==> config.mk <==
export PLATFORM = sky130hd
export DESIGN_NAME = game_datapath
export DESIGN_NICKNAME = d
export VERILOG_FILES = /design/src/rtl/game_datapath.sv
export SDC_FILE = /design/constraint.sdc
export NUM_CORES = 1
export LEC_CHECK = 0
export BUFFER_PORTS_ARGS = -buffer_cell sky130_fd_sc_hd__buf_2
export CORE_MARGIN = 2
export CORE_UTILIZATION = 40
export DETAILED_ROUTE_END_ITERATION = 12
export SLEW_MARGIN = 5
export SYNTH_ARGS = -nofsm -noshare
export SYNTH_HDL_FRONTEND = slang
export SYNTH_SLANG_ARGS = --single-unit
==> constraint.sdc <==
create_clock -name clk -period 6.95 [get_ports clk]
set_input_delay 0.695 -clock clk [delete_from_list [all_inputs] [get_ports clk]]
set_output_delay 0.695 -clock clk [all_outputs]
set_load 0.05 [all_outputs]
==> src/rtl/game_datapath.sv <==
// Paddle/ball datapath for the single-player paddle game: frame tick, a four-state step
// sequencer (IDLE/PADDLE/BALL/HIT), paddle and ball motion, hit/miss detection and score.
module game_datapath #(
    parameter int SCREEN_W = 160,
    parameter int SCREEN_H = 120,
    parameter int PADDLE_H = 16,
    parameter int PADDLE_X = 4,
    parameter int TICK_DIV = 833333,
    parameter int SCORE_W  = 8
) (
    input  logic               clk,
    input  logic               reset,
    input  logic               reset_co,
    input  logic               move_ball,
    input  logic               rd_ld,
    input  logic               reset_movement,
    input  logic               paddle_up,
    input  logic               paddle_down,
    output logic [7:0]         ball_x,
    output logic [6:0]         ball_y,
    output logic [6:0]         paddle_y,
    output logic [SCORE_W-1:0] score,
    output logic               miss,
    output logic               over,
    output logic               busy
);

    localparam int CW = (TICK_DIV > 2) ? $clog2(TICK_DIV) : 1;

    localparam logic [7:0]         X_RST     = 8'(SCREEN_W / 2);
    localparam logic [7:0]         X_MAX     = 8'(SCREEN_W - 1);
    localparam logic [7:0]         X_HIT     = 8'(PADDLE_X + 1);
    localparam logic [6:0]         Y_RST     = 7'(SCREEN_H / 2);
    localparam logic [6:0]         Y_MAX     = 7'(SCREEN_H - 1);
    localparam logic [6:0]         P_RST     = 7'((SCREEN_H - PADDLE_H) / 2);
    localparam logic [6:0]         P_MAX     = 7'(SCREEN_H - PADDLE_H);
    localparam logic [7:0]         P_SPAN    = 8'(PADDLE_H - 1);
    localparam logic [CW-1:0]      CNT_MAX   = CW'(TICK_DIV - 1);
    localparam logic [SCORE_W-1:0] SCORE_MAX = '1;

    typedef enum logic [1:0] {
        S_IDLE,
        S_PADDLE,
        S_BALL,
        S_HIT
    } state_t;

    state_t             state_q, state_d;
    logic [CW-1:0]      cnt_q, cnt_d;
    logic [7:0]         ball_x_q, ball_x_d;
    logic [6:0]         ball_y_q, ball_y_d;
    logic [6:0]         paddle_y_q, paddle_y_d;
    logic               dx_neg_q, dx_neg_d;   // 1: moving toward x=0
    logic               dy_neg_q, dy_neg_d;   // 1: moving toward y=0
    logic [SCORE_W-1:0] score_q, score_d;
    logic               miss_q, miss_d;
    logic               over_q, over_d;

    logic               tick;
    logic               dx_ref, dy_ref;
    logic               in_paddle;

    assign tick = (cnt_q == CNT_MAX);

    // Vertical overlap with the paddle, evaluated one bit wider so the bottom edge cannot wrap.
    assign in_paddle = (ball_y_q >= paddle_y_q) &&
                       ({1'b0, ball_y_q} <= ({1'b0, paddle_y_q} + P_SPAN));

    always_comb begin
        state_d    = state_q;
        cnt_d      = tick ? '0 : cnt_q + CW'(1);
        ball_x_d   = ball_x_q;
        ball_y_d   = ball_y_q;
        paddle_y_d = paddle_y_q;
        dx_neg_d   = dx_neg_q;
        dy_neg_d   = dy_neg_q;
        score_d    = score_q;
        miss_d     = 1'b0;
        over_d     = over_q;
        dx_ref     = dx_neg_q;
        dy_ref     = dy_neg_q;

        case (state_q)
            S_IDLE: begin
                if (tick) begin
                    state_d = S_PADDLE;
                end
            end
            S_PADDLE: begin
                state_d = S_BALL;
                if (rd_ld) begin
                    if (paddle_up && !paddle_down && (paddle_y_q != 7'd0)) begin
                        paddle_y_d = paddle_y_q - 7'd1;
                    end else if (paddle_down && !paddle_up && (paddle_y_q < P_MAX)) begin
                        paddle_y_d = paddle_y_q + 7'd1;
                    end
                end
            end
            S_BALL: begin
                state_d = S_HIT;
                if (move_ball && !over_q) begin
                    // Reflect on the current position first, then step with the new direction.
                    if (ball_y_q == 7'd0) begin
                        dy_ref = 1'b0;
                    end else if (ball_y_q == Y_MAX) begin
                        dy_ref = 1'b1;
                    end
                    if (ball_x_q == X_MAX) begin
                        dx_ref = 1'b1;
                    end
                    dx_neg_d = dx_ref;
                    dy_neg_d = dy_ref;
                    ball_x_d = dx_ref ? ball_x_q - 8'd1 : ball_x_q + 8'd1;
                    ball_y_d = dy_ref ? ball_y_q - 7'd1 : ball_y_q + 7'd1;
                end
            end
            S_HIT: begin
                state_d = S_IDLE;
                if (dx_neg_q && (ball_x_q == X_HIT) && in_paddle) begin
                    dx_neg_d = 1'b0;
                    if (score_q != SCORE_MAX) begin
                        score_d = score_q + SCORE_W'(1);
                    end
                end else if ((ball_x_q == 8'd0) && !over_q) begin
                    miss_d = 1'b1;
                    over_d = 1'b1;
                end
            end
            default: begin
                state_d = S_IDLE;
            end
        endcase

        // Movement reinit abandons any sequence in flight, including its score update.
        if (!reset_movement) begin
            state_d    = S_IDLE;
            cnt_d      = '0;
            ball_x_d   = X_RST;
            ball_y_d   = Y_RST;
            paddle_y_d = P_RST;
            dx_neg_d   = 1'b1;
            dy_neg_d   = 1'b0;
            score_d    = score_q;
            miss_d     = 1'b0;
            over_d     = 1'b0;
        end

        if (!reset_co) begin
            score_d = '0;
        end
    end

    always_ff @(posedge clk or posedge reset) begin
        if (reset) begin
            state_q    <= S_IDLE;
            cnt_q      <= '0;
            ball_x_q   <= X_RST;
            ball_y_q   <= Y_RST;
            paddle_y_q <= P_RST;
            dx_neg_q   <= 1'b1;
            dy_neg_q   <= 1'b0;
            score_q    <= '0;
            miss_q     <= 1'b0;
            over_q     <= 1'b0;
        end else begin
            state_q    <= state_d;
            cnt_q      <= cnt_d;
            ball_x_q   <= ball_x_d;
            ball_y_q   <= ball_y_d;
            paddle_y_q <= paddle_y_d;
            dx_neg_q   <= dx_neg_d;
            dy_neg_q   <= dy_neg_d;
            score_q    <= score_d;
            miss_q     <= miss_d;
            over_q     <= over_d;
        end
    end

    assign ball_x   = ball_x_q;
    assign ball_y   = ball_y_q;
    assign paddle_y = paddle_y_q;
    assign score    = score_q;
    assign miss     = miss_q;
    assign over     = over_q;
    assign busy     = (state_q != S_IDLE);

endmodule

## After elaboration in Yosys (flattened, before gate mapping)

Cells that the tools add are included.

- Equality and inequality tests: 24
- Magnitude comparators: 3
- Multiplexer cells: 45
- Reduce and logical (&&, ||, !) cells: 22
- Add/subtract/negate cells: 9

Operators with widths:

| operator | number |
|---|---|
| 8-bit 2-to-1 mux | 9 |
| 7-bit 2-to-1 mux | 9 |
| 20-bit 2-to-1 mux | 2 |
| 1-bit 2-to-1 mux | 21 |
| 20-bit by 1-bit adder with 20-bit output (second input constant) | 1 |
| 20-bit == test (second input constant) | 1 |
| 2-bit by 1-bit != test with 1-bit output (second input constant) | 9 |
| 8-bit by 1-bit adder with 8-bit output (second input constant) | 2 |
| 7-bit by 1-bit adder with 7-bit output (second input constant) | 2 |
| 7-bit by 1-bit subtractor with 7-bit output (second input constant) | 2 |
| 1-bit logical AND | 9 |
| 3-bit != test (second input constant) | 3 |
| 3-bit AND reduction | 3 |
| 7-bit by 4-bit adder with 8-bit output (second input constant) | 1 |
| 8-bit by 3-bit == test with 1-bit output (second input constant) | 1 |
| 8-bit == test (second input constant) | 1 |
| 7-bit by 8-bit less-or-equal comparator with 1-bit output | 1 |
| 8-bit logical NOT | 1 |
| 8-bit != test (second input constant) | 1 |
| 2-bit case mux with 4 select lines | 1 |
| 8-bit by 1-bit subtractor with 8-bit output (second input constant) | 1 |
| 7-bit == test (second input constant) | 1 |
| 7-bit >= comparator | 1 |
| 7-bit logical NOT | 1 |
| 13 further kinds | 19 |

- Logic and storage cells: 113
- Output and inout bits: 33
- Input port bits: 8
- Register bits: 56

## Depth between registers and ports, before layout

Gate-level depths: netlist of run 1.

- Word-level depth: 9
- Gate-level depth with buffers: 13
- Mapped depth without buffers: 13

## Worst setup path after synthesis of run 1

OpenSTA, ideal clock, no wires.

- Kind: register to register
- Start point: register paddle_y_q[0], in the netlist paddle_y[0]
- End point: register score_q[6], in the netlist score[6]
- Cell stages (with the launch flop): 14
- Data arrival time: 3158 ps
- Data required time: 6872 ps
- Period minus slack after synthesis: 3236 ps
- Slack: 3714 ps
- Path through: dfrtp_1 > inv_1 > ha_1 > nand3_1 > nand3_1 > xnor2_1 > ha_1 > nand3_1 > o22ai_1 > nor2_1 > a2111oi_4 > nand2_2 > or4_1 > a21boi_1

- Cells in the longest elaborated chain, start to end: 6

RTL lines:

| what | line | text |
|---|---|---|
| from (decl) | 52 | `logic [6:0] paddle_y_q, paddle_y_d;` |
| from (signal assigned) | 170 | `paddle_y_q <= paddle_y_d;` |
| 7-bit by 4-bit adder with 8-bit output | 67 | `({1'b0, ball_y_q} <= ({1'b0, paddle_y_q} + P_SPAN));` |
| 7-bit by 8-bit less-or-equal comparator with 1-bit output | 67 |  |
| 1-bit logical AND * | 66 | `assign in_paddle = (ball_y_q >= paddle_y_q) &&` |
| 1-bit logical AND * | 119 | `if (dx_neg_q && (ball_x_q == X_HIT) && in_paddle) begin` |
| 2-bit by 1-bit != test with 1-bit output (no line) * | - |  |
| 4-bit AND reduction (no line) * | - |  |
| to (signal assigned) | 173 | `score_q <= score_d;` |
| to (decl) | 55 | `logic [SCORE_W-1:0] score_q, score_d;` |

Mark *: on every way between the ends. The rest lies on a longest branch, timed or not.
A chain may end at the register's enable or synchronous reset.

## Worst setup path after layout of run 1

Same ends and word-level chain as after synthesis.

==> results of run 1 <==
## kinds of logic (layout without fill, tap and decap cells)
| group | after synthesis | after routing | share of synthesized area (%) |
|---|---|---|---|
| mux | 3 | 3 | 0.794 |
| fa+ha+maj | 42 | 42 | 14.5 |
| xor+xnor | 37 | 37 | 8.57 |
| buf+inv | 35 | 77 | 3.47 |
| compound gates | 93 | 93 | 16.1 |
| simple gates | 146 | 146 | 19.2 |
| flops | 56 | 56 | 37.4 |
## how the worst max path moves through the flow
| stage | startpoint | endpoint | slack [ns] | cells past startpoint |
|---|---|---|---|---|
| final | paddle_y[0] | score[6] | 3.70 | 10 |
| after global routing | paddle_y[0] | score[5] | 3.50 | 10 |
| after CTS | paddle_y[0] | score[6] | 3.72 | 10 |
| after detailed placement | paddle_y[0] | score[6] | 3.75 | 10 |
| after global placement | paddle_y[0] | score[6] | 3.85 | 10 |
| after floorplan | paddle_y[0] | score[6] | 3.71 | 13 |
## cell usage after synthesis (2+ instances only)
cell type,instances
xnor2_1,19
a21oi_1,34
and4b_1,2
a21o_1,7
nand2b_1,2
o211ai_1,9
mux2i_1,3
o21bai_1,5
and3_1,3
inv_1,26
ha_1,39
nand3_1,17
o21a_1,2
nor2b_1,5
dfrtp_1,46
o21ai_0,15
dfstp_2,10
a21boi_0,3
nor2_1,48
nor3_1,6
and2_1,5
a31oi_1,3
a41oi_1,2
fa_1,3
nand2_1,25
and4_1,2
or3_1,12
clkbuf_1,7
nor4_1,3
nand4_1,8
a211oi_1,2
o31ai_1,2
nor4b_1,2
or4_1,2
xor2_1,18
## stage by stage
| step | util (%) | setup WS [ns] |
|---|---|---|
| 3_3_place_gp | 44.8 | 3.85 |
| 6_report | 46.2 | 3.70 |
| 3_5_place_dp | 44.8 | 3.75 |
| 4_1_cts | 46.2 | 3.72 |
| 5_1_grt | 46.2 | 3.50 |
| 2_1_floorplan | - | 3.71 |
## layout make-up
type                       count  area, sq um
fill                         913         4950
multi-input combinational    321         2250
sequential                    56         1410
timing repair buffer          42          215
tap                          111          139
inverter                      27          101
clock buffer                   6         72.6
clock inverter                 2         60.1
## report_power, final
part | total, mW | switching, mW | internal, mW
logic | 0.398 | 0.256 | 0.142
registers | 0.403 | 0.0435 | 0.359
clock network | 0.252 | 0.108 | 0.144
total | 1.05 | 0.407 | 0.645
## routing by layer
metal | vias to the layer above | track usage [%]
met5 | - | 0
met1 | 1472 | 23.4
met2 | 41 | 27.9
met3 | 2 | 2.48
li1 | 1550 | -
met4 | 0 | 3.53
## flip-flops by register name (all words and copies together), names as in the netlist
register and flops:
ball_x 8, ball_y 7, state_q 2, cnt_q 20, over 1, dx_neg_q 1, score 8, miss 1
dy_neg_q 1, paddle_y 7
## critical path: cells and delay by family, from the launching register on
family / cells / cell delay (ns)
and+or+nand+nor: 4 / 0.83
xor gates and xnor gates: 1 / 0.15
AOI/OAI and AO/OA: 4 / 1.40
adders and majority gates: 1 / 0.32
DFF: 1 / 0.49
==> impl_metrics.env, run 1 <==
export IMPL_outcome="finished, final reports clean"
export IMPL_ir_worst_vdd_v=0.0000962
export IMPL_post_dp_cell_area_sq_um=4120
export IMPL_ys_top_cells_by_area="dfrtp_1 (30%), ha_1 (13%), dfstp_2 (6.9%), nor2_1 (4.8%), a21oi_1 (4.5%)"
export IMPL_timing_hold_violations_final=0
export IMPL_finalCritPeriodShare_pct=46.7
export IMPL_ys_seq_area_share_pct=37.4
export IMPL_place_port_buffers=40
export IMPL_path_cells="o41ai_1 -> xnor2_1 -> ha_1 -> nand4_1 -> o22ai_1 -> nor2_1 -> a2111oi_4 -> nand2_2 -> or4_1 -> a21boi_1"
export IMPL_wl_met1_um=4130
export IMPL_dp_hpwl_um=5920
export IMPL_wire_per_inst_um=14.5
export IMPL_vias_per_cell=5.42
export IMPL_mostFrequentLayoutCells="nor2_1 (48), dfrtp_1 (46), buf_2 (40)"
export IMPL_critPathLaunchType="register"
export IMPL_synthFlopType="dfrtp_1"
export IMPL_whs_endpoint="ball_x[6]"
export IMPL_hold_path_depth=2
export IMPL_dieHeight_um=101
export IMPL_rsz0062_at_grt="no"
export IMPL_core_area_sq_um=9200
export IMPL_dr_first_iter_drc_count=99
export IMPL_cts_tree="done"
export IMPL_postCtsSetupBuffers=0
export IMPL_yosysTopAreaCellShare_pct=30.4
export IMPL_ios=41
export IMPL_max_stage_delay_ns=0.56
export IMPL_p_leak_nw=1.98
export IMPL_fin_setup_tns_ns=0
export IMPL_reg2reg_depth=10
export IMPL_worstPathRequired_ns=7.19
export IMPL_die_area_sq_um=10200
export IMPL_slew_headroom_pct=20.5
export IMPL_netlist_top_cell_by_area="dfrtp_1"
export IMPL_path_class="reg2reg"
export IMPL_syn_to_final_growth_pct=12.4
export IMPL_hold_buffers=0
export IMPL_fmax_ghz=0.308
export IMPL_r2r_slack_ns=3.70
export IMPL_root_buffer="clkbuf_8"
export IMPL_fin_worst_hold_slack_ns=0.539
export IMPL_cp_arrival_ns=3.49
export IMPL_yosys_warnings=0
export IMPL_placed_cells=557
export IMPL_fin_cells=565
export IMPL_cpMaxStageDelayCell="o41ai_1"
export IMPL_antenna_cells=0
export IMPL_final_common_cell="nor2_1"
export IMPL_ys_ff_latch=56
export IMPL_reg2reg_from="paddle_y[0]"
export IMPL_ys_types=50
export IMPL_wl_um=8200
export IMPL_min_period_ns=3.25
export IMPL_antenna_found_initial=0
export IMPL_htree_levels=2
export IMPL_initial_utilization_pct=41.1
export IMPL_ys_async_sr_fraction_pct=100
export IMPL_worstSkewPairLatency_ns=0.31
export IMPL_p_per_area_nw_per_um2=248
export IMPL_num_rows=35
export IMPL_cts_resized=0
export IMPL_finalClockSkew_ns=0.00983
export IMPL_synthesis_nets=462
export IMPL_clockBufferDepth=2
export IMPL_cp_max_fo=8
export IMPL_dr_pass1_iters=4
export IMPL_worstHoldPathType="reg2reg"
export IMPL_grt_pass1_vias=2922
export IMPL_worstHoldStart="ball_x[6]"
export IMPL_drive_gt1_share_pct=14.1
export IMPL_drt_antenna_violating_nets=0
export IMPL_grt_overflow_total=0
export IMPL_grt_pass1_wl_um=13900
export IMPL_r2r_end="score[6]"
export IMPL_cts_sinks=56
export IMPL_netlist_area_sq_um=3780
export IMPL_dr_wl_met2_um=3770
export IMPL_route_met3_wl_um=263
export IMPL_synth_edf_count=0
export IMPL_grt_max_degree=57
export IMPL_path_clk_slew_ns=0.10
export IMPL_cts_buffers=5
export IMPL_syn_area_per_cell_sq_um=9.18
export IMPL_syn_inst=412
export IMPL_end_kind="register"
export IMPL_fin_area_sq_um=4250
export IMPL_worstMarginPinSlew_ns=1.19
export IMPL_top_layer="met4"
export IMPL_drc=0
export IMPL_fin_nets=503
export IMPL_die_w_um=101
export IMPL_grt_util_all_layers_pct=16.8
export IMPL_drv_slew=0
export IMPL_gp_congestion=0.833
export IMPL_setup_viol=0
export IMPL_max_cap_violations=0
export IMPL_num_vias=3065
export IMPL_power_mw=1.05
(Power assumes the default switching activity.)
==> run 2, diff against run 1 <==
Clock period 6.95 ns to 3.1 ns, I/O delays scaled along.
==> run 2 against run 1 <==
- register-to-register slack got worse by 3.6 ns
- largest cell class unchanged
- non-clock buffer count increased by 17
- sequential power increased by 120%
- critical endpoint unchanged
- total power increased by 120%
- clock power increased by 70%
- global-route usage increased by 0.62 points
- highest routed layer unchanged
==> impl_metrics.env, run 2 (synthesis results as in run 1) <==
export IMPL_outcome="finished, final reports clean"
export IMPL_final_common_cell="nor2_1"
export IMPL_drc=0
export IMPL_wire_per_inst_um=14.6
export IMPL_slew_headroom_pct=54.7
export IMPL_initial_utilization_pct=41.1
export IMPL_grt_pass1_vias=3007
export IMPL_ios=41
export IMPL_grt_max_degree=33
export IMPL_num_rows=35
export IMPL_grt_util_all_layers_pct=17.4
export IMPL_max_cap_violations=0
export IMPL_drive_gt1_share_pct=20.0
export IMPL_die_w_um=101
export IMPL_wl_um=8480
export IMPL_vias_per_cell=5.41
export IMPL_reg2reg_depth=11
export IMPL_crit_start="paddle_y[0]"
export IMPL_grt_overflow_total=0
export IMPL_setup_viol=0
export IMPL_finalClockSkew_ns=0.0133
export IMPL_root_buffer="clkbuf_8"
export IMPL_timing_hold_violations_final=0
export IMPL_num_vias=3149
export IMPL_p_leak_nw=2.05
export IMPL_place_port_buffers=40
export IMPL_path_class="reg2reg"
export IMPL_p_per_area_nw_per_um2=518
export IMPL_worstHoldPathType="in2async"
export IMPL_cp_arrival_ns=3.20
export IMPL_grt_pass1_wl_um=14500
export IMPL_ir_worst_vdd_v=0.000215
export IMPL_dieHeight_um=101
export IMPL_core_area_sq_um=9200
export IMPL_largest_register_ffs=20
export IMPL_path_clk_slew_ns=0.12
export IMPL_gp_congestion=0.833
export IMPL_r2r_end="score[6]"
export IMPL_mostFrequentLayoutCells="nor2_1 (48), dfrtp_1 (44), buf_2 (40)"
export IMPL_fin_nets=520
export IMPL_worstPathRequired_ns=3.35
export IMPL_cp_max_fo=5
export IMPL_antenna_found_initial=0
export IMPL_dr_pass1_iters=4
export IMPL_final_core_util_pct=47.6
export IMPL_antenna_cells=0
export IMPL_fin_worst_hold_slack_ns=0.0858
export IMPL_die_area_sq_um=10200
export IMPL_syn_to_final_growth_pct=15.9
export IMPL_cts_sinks=56
export IMPL_clockBufferDepth=2
export IMPL_dr_first_iter_drc_count=110
export IMPL_hold_buffers=0
export IMPL_worstMarginPinSlew_ns=0.678
export IMPL_drv_slew=0
export IMPL_reg2reg_from="paddle_y[0]"
export IMPL_dp_hpwl_um=6290
export IMPL_worstSkewPairLatency_ns=0.32
export IMPL_regMostFlops="cnt_q"
export IMPL_cts_buffers=5
export IMPL_end_kind="register"
export IMPL_drt_antenna_violating_nets=0
export IMPL_post_dp_cell_area_sq_um=4220
export IMPL_r2r_slack_ns=0.14
export IMPL_fin_area_sq_um=4380
export IMPL_finalCritPeriodShare_pct=95.4
export IMPL_cts_tree="done"
export IMPL_fmax_ghz=0.338
export IMPL_htree_levels=2
export IMPL_min_period_ns=2.96
export IMPL_critPathLaunchType="register"
==> run 2: worst max path at each step <==
| stage | to | slack, ns |
|---|---|---|
| after global placement | score[5] | 0.16 |
| after CTS | score[5] | 0.08 |
| after global routing | score[6] | -0.01 |
| after floorplan | score[6] | 0.09 |
| final | score[6] | 0.14 |
| after detailed placement | score[5] | 0.13 |
==> run 2: through the flow <==
stage               std cells  worst slack (ns)  setup TNS (ns)  power, mW
finish                    582             0.141               0       2.27
global route              582           -0.0109         -0.0109       2.45
CTS                       578            0.0788               0       2.27
detailed placement        570             0.126               0       1.83
global placement          570             0.158               0       1.82
floorplan                 412            0.0879               0       1.61
==> run 2: final cells by class <==
class	count	area, sq um
Sequential cell	56	1420
Tap cell	111	139
Inverter	27	101
Clock buffer	5	68.8
Multi-Input combinational cell	321	2290
Timing Repair Buffer	59	343
Clock inverter	3	25.0
Fill cell	863	4820
==> run 2: routing by layer <==
metal	wire (um)	part of all wire [%]	GRT usage, %	vias up
met5	0	0	0	-
met4	76	0.90	3.12	0
met3	400	4.7	2.97	9
met2	3770	44	27.1	78
met1	4230	50	25.7	1482
li1	-	-	-	1580
==> run 2: where the power goes <==
part	switching [mW]	internal, mW
combinational	0.601	0.348
clock	0.262	0.166
sequential	0.0857	0.806
==> run 2: repair_timing <==
action                                  4_1_cts  5_1_grt
endpoints found under the setup margin        0        7
resized for setup                             0       12
buffers inserted                              0        4
endpoints found under the hold margin         0        0
==> run 2: critical path, cell delays in order (launching register included) <==
cell       delay [ns]
dfrtp_2          0.46
buf_4            0.17
nor3_2           0.19
xnor2_1          0.15
ha_1             0.27
a21o_1           0.17
a21oi_2          0.14
o221ai_2         0.13
a2111oi_4        0.53
nand2_2          0.12
or4_1            0.41
a21boi_1         0.15
==> run 3, diff against run 2 <==
Settings changed: CAP_MARGIN set to 20, RECOVER_POWER set to 50.
==> run 3 against run 2 <==
- cell count unchanged
- via count decreased by 0.44%
- clock power about the same
- final area decreased by 0.63%
- worst hold slack improved by 0.21 ns
- die area unchanged
- first-iteration DRC count increased by 19%
- critical path depth unchanged
- register-to-register slack about the same
- fmax increased by 0.29%
==> impl_metrics.env, run 3 (synthesis results as in run 1) <==
export IMPL_outcome="finished, final reports clean"
export IMPL_drv_slew=0
export IMPL_drive_gt1_share_pct=15.9
export IMPL_worstSkewPairLatency_ns=0.32
export IMPL_htree_levels=2
export IMPL_place_port_buffers=40
export IMPL_setup_ws_ns=0.150
export IMPL_critPathLaunchType="register"
export IMPL_internal_power_mw=1.32
export IMPL_sw_frac_of_total_pct=42.0
export IMPL_vias_per_cell=5.39
export IMPL_regMostFlops="cnt_q"
export IMPL_antenna_found_initial=0
export IMPL_cp_max_fo=5
export IMPL_end_kind="register"
export IMPL_setup_worst_path_end="score[6]"
export IMPL_final_core_util_pct=47.3
export IMPL_r2r_end="score[6]"
export IMPL_mostFrequentLayoutCells="nor2_1 (48), dfrtp_1 (44), ha_1 (38)"
export IMPL_grt_max_degree=33
export IMPL_path_clk_slew_ns=0.12
export IMPL_syn_to_final_growth_pct=15.1
export IMPL_dr_pass1_iters=4
export IMPL_p_leak_nw=1.97
export IMPL_finalCritPeriodShare_pct=95.2
export IMPL_drc=0
export IMPL_wl_um=8450
export IMPL_root_buffer="clkbuf_8"
export IMPL_grt_util_all_layers_pct=17.4
export IMPL_crit_start="paddle_y[0]"
export IMPL_hold_buffers=0
export IMPL_die_w_um=101
export IMPL_p_per_area_nw_per_um2=521
export IMPL_cts_sinks=56
export IMPL_num_rows=35
export IMPL_ir_worst_vdd_v=0.000222
export IMPL_die_area_sq_um=10200
export IMPL_dieHeight_um=101
export IMPL_wire_per_inst_um=14.5
export IMPL_initial_utilization_pct=41.1
export IMPL_final_common_cell="nor2_1"
export IMPL_reg2reg_depth=11
export IMPL_pwr_share_clk_pct=18.9
export IMPL_fmax_ghz=0.339
export IMPL_ios=41
export IMPL_max_cap_violations=0
export IMPL_p_sw_mw=0.951
export IMPL_r2r_slack_ns=0.15
export IMPL_dpl_worst_slack_ns=0.126
export IMPL_core_area_sq_um=9200
export IMPL_largest_register_ffs=20
export IMPL_fin_nets=520
export IMPL_setup_viol=0
export IMPL_path_class="reg2reg"
export IMPL_placed_cells=570
export IMPL_slew_headroom_pct=19.9
export IMPL_worstHoldPathType="in2async"
export IMPL_grt_pass1_vias=3007
export IMPL_drt_antenna_violating_nets=0
export IMPL_num_vias=3135
export IMPL_min_period_ns=2.95
export IMPL_gp_congestion=0.833
export IMPL_dp_hpwl_um=6290
export IMPL_grt_pass1_wl_um=14500
export IMPL_reg2reg_from="paddle_y[0]"
export IMPL_grt_overflow_total=0
export IMPL_timing_hold_violations_final=0
export IMPL_worstPathRequired_ns=3.35
export IMPL_cts_tree="done"
export IMPL_clockBufferDepth=2
export IMPL_p_comb_share_pct=41.7
export IMPL_cp_arrival_ns=3.20
export IMPL_pwr_share_seq_pct=39.3
export IMPL_finalClockSkew_ns=0.0130
export IMPL_cts_buffers=5
export IMPL_dr_first_iter_drc_count=131
export IMPL_fin_cells=582
export IMPL_worstMarginPinSlew_ns=1.20
export IMPL_antenna_cells=0
==> run 3: cell count changes in the layout (fill, tap and decap cells not counted), sizes merged <==
| cell | delta |
|---|---|
| buf | -18 |
| clkbuf | +18 |
==> run 3: layout make-up <==
type                    instances  area (sq um)
clock buffers                   5          68.8
fillers                       877          4840
multi-input cells             321          2290
well taps                     111           139
inverters                      27           101
flip-flops and latches         56          1420
clock inverters                 3          25.0
repair buffers                 59           315
==> run 3: timing repair <==
item	in CTS	in global routing
setup endpoints to repair	0	7
setup buffers	0	4
gates resized for setup	0	12
==> run 3: how the worst min path moves through the flow <==
stage | startpoint | to | slack (ns) | cells past startpoint
global route | reset_co | score[1] | 0.30 | 2
global placement | reset | cnt_q[3] | 0.46 | 2
detailed placement | reset | cnt_q[3] | 0.46 | 2
CTS | reset | cnt_q[3] | 0.11 | 2
finish | reset | cnt_q[1] | 0.30 | 2
floorplan | reset_co | score[0] | 0.44 | 1
==> run 3: power groups by stage <==
| stage | logic (mW) | clock network (mW) | registers, mW |
|---|---|---|---|
| after floorplan | 0.574 | 0 | 1.03 |
| after global placement | 0.912 | 0 | 0.903 |
| after detailed placement | 0.927 | 0 | 0.906 |
| after CTS | 0.932 | 0.448 | 0.892 |
| after global routing | 1.06 | 0.479 | 0.907 |
| final | 0.946 | 0.429 | 0.892 |
==> run 3: through the flow <==
| step | hold WS (ns) | power, mW | TNS, ns | cell area [sq um] |
|---|---|---|---|---|
| CTS | 0.107 | 2.27 | 0 | 4310 |
| detailed placement | 0.463 | 1.83 | 0 | 4220 |
| global route | 0.296 | 2.44 | -0.0109 | 4350 |
| finish | 0.299 | 2.27 | 0 | 4350 |
| floorplan | 0.439 | 1.61 | 0 | 3780 |
| global placement | 0.463 | 1.82 | 0 | 4220 |
==> run 3: worst max-delay path: stages, from the launching register on <==
cell       delay (ns)
dfrtp_2          0.46
buf_4            0.17
nor3_2           0.19
xnor2_1          0.15
ha_1             0.27
a21o_1           0.17
a21oi_2          0.14
o221ai_2         0.13
a2111oi_4        0.53
nand2_2          0.12
or4_1            0.41
a21boi_1         0.15
==> run 3: routing by layer <==
metal / routed length (um) / share of wire [%] / track usage [%]
met4: 85 / 1.0 / 3.12
met2: 3760 / 45 / 27.1
met1: 4210 / 50 / 25.7
met5: 0 / 0 / 0
met3: 394 / 4.7 / 2.97
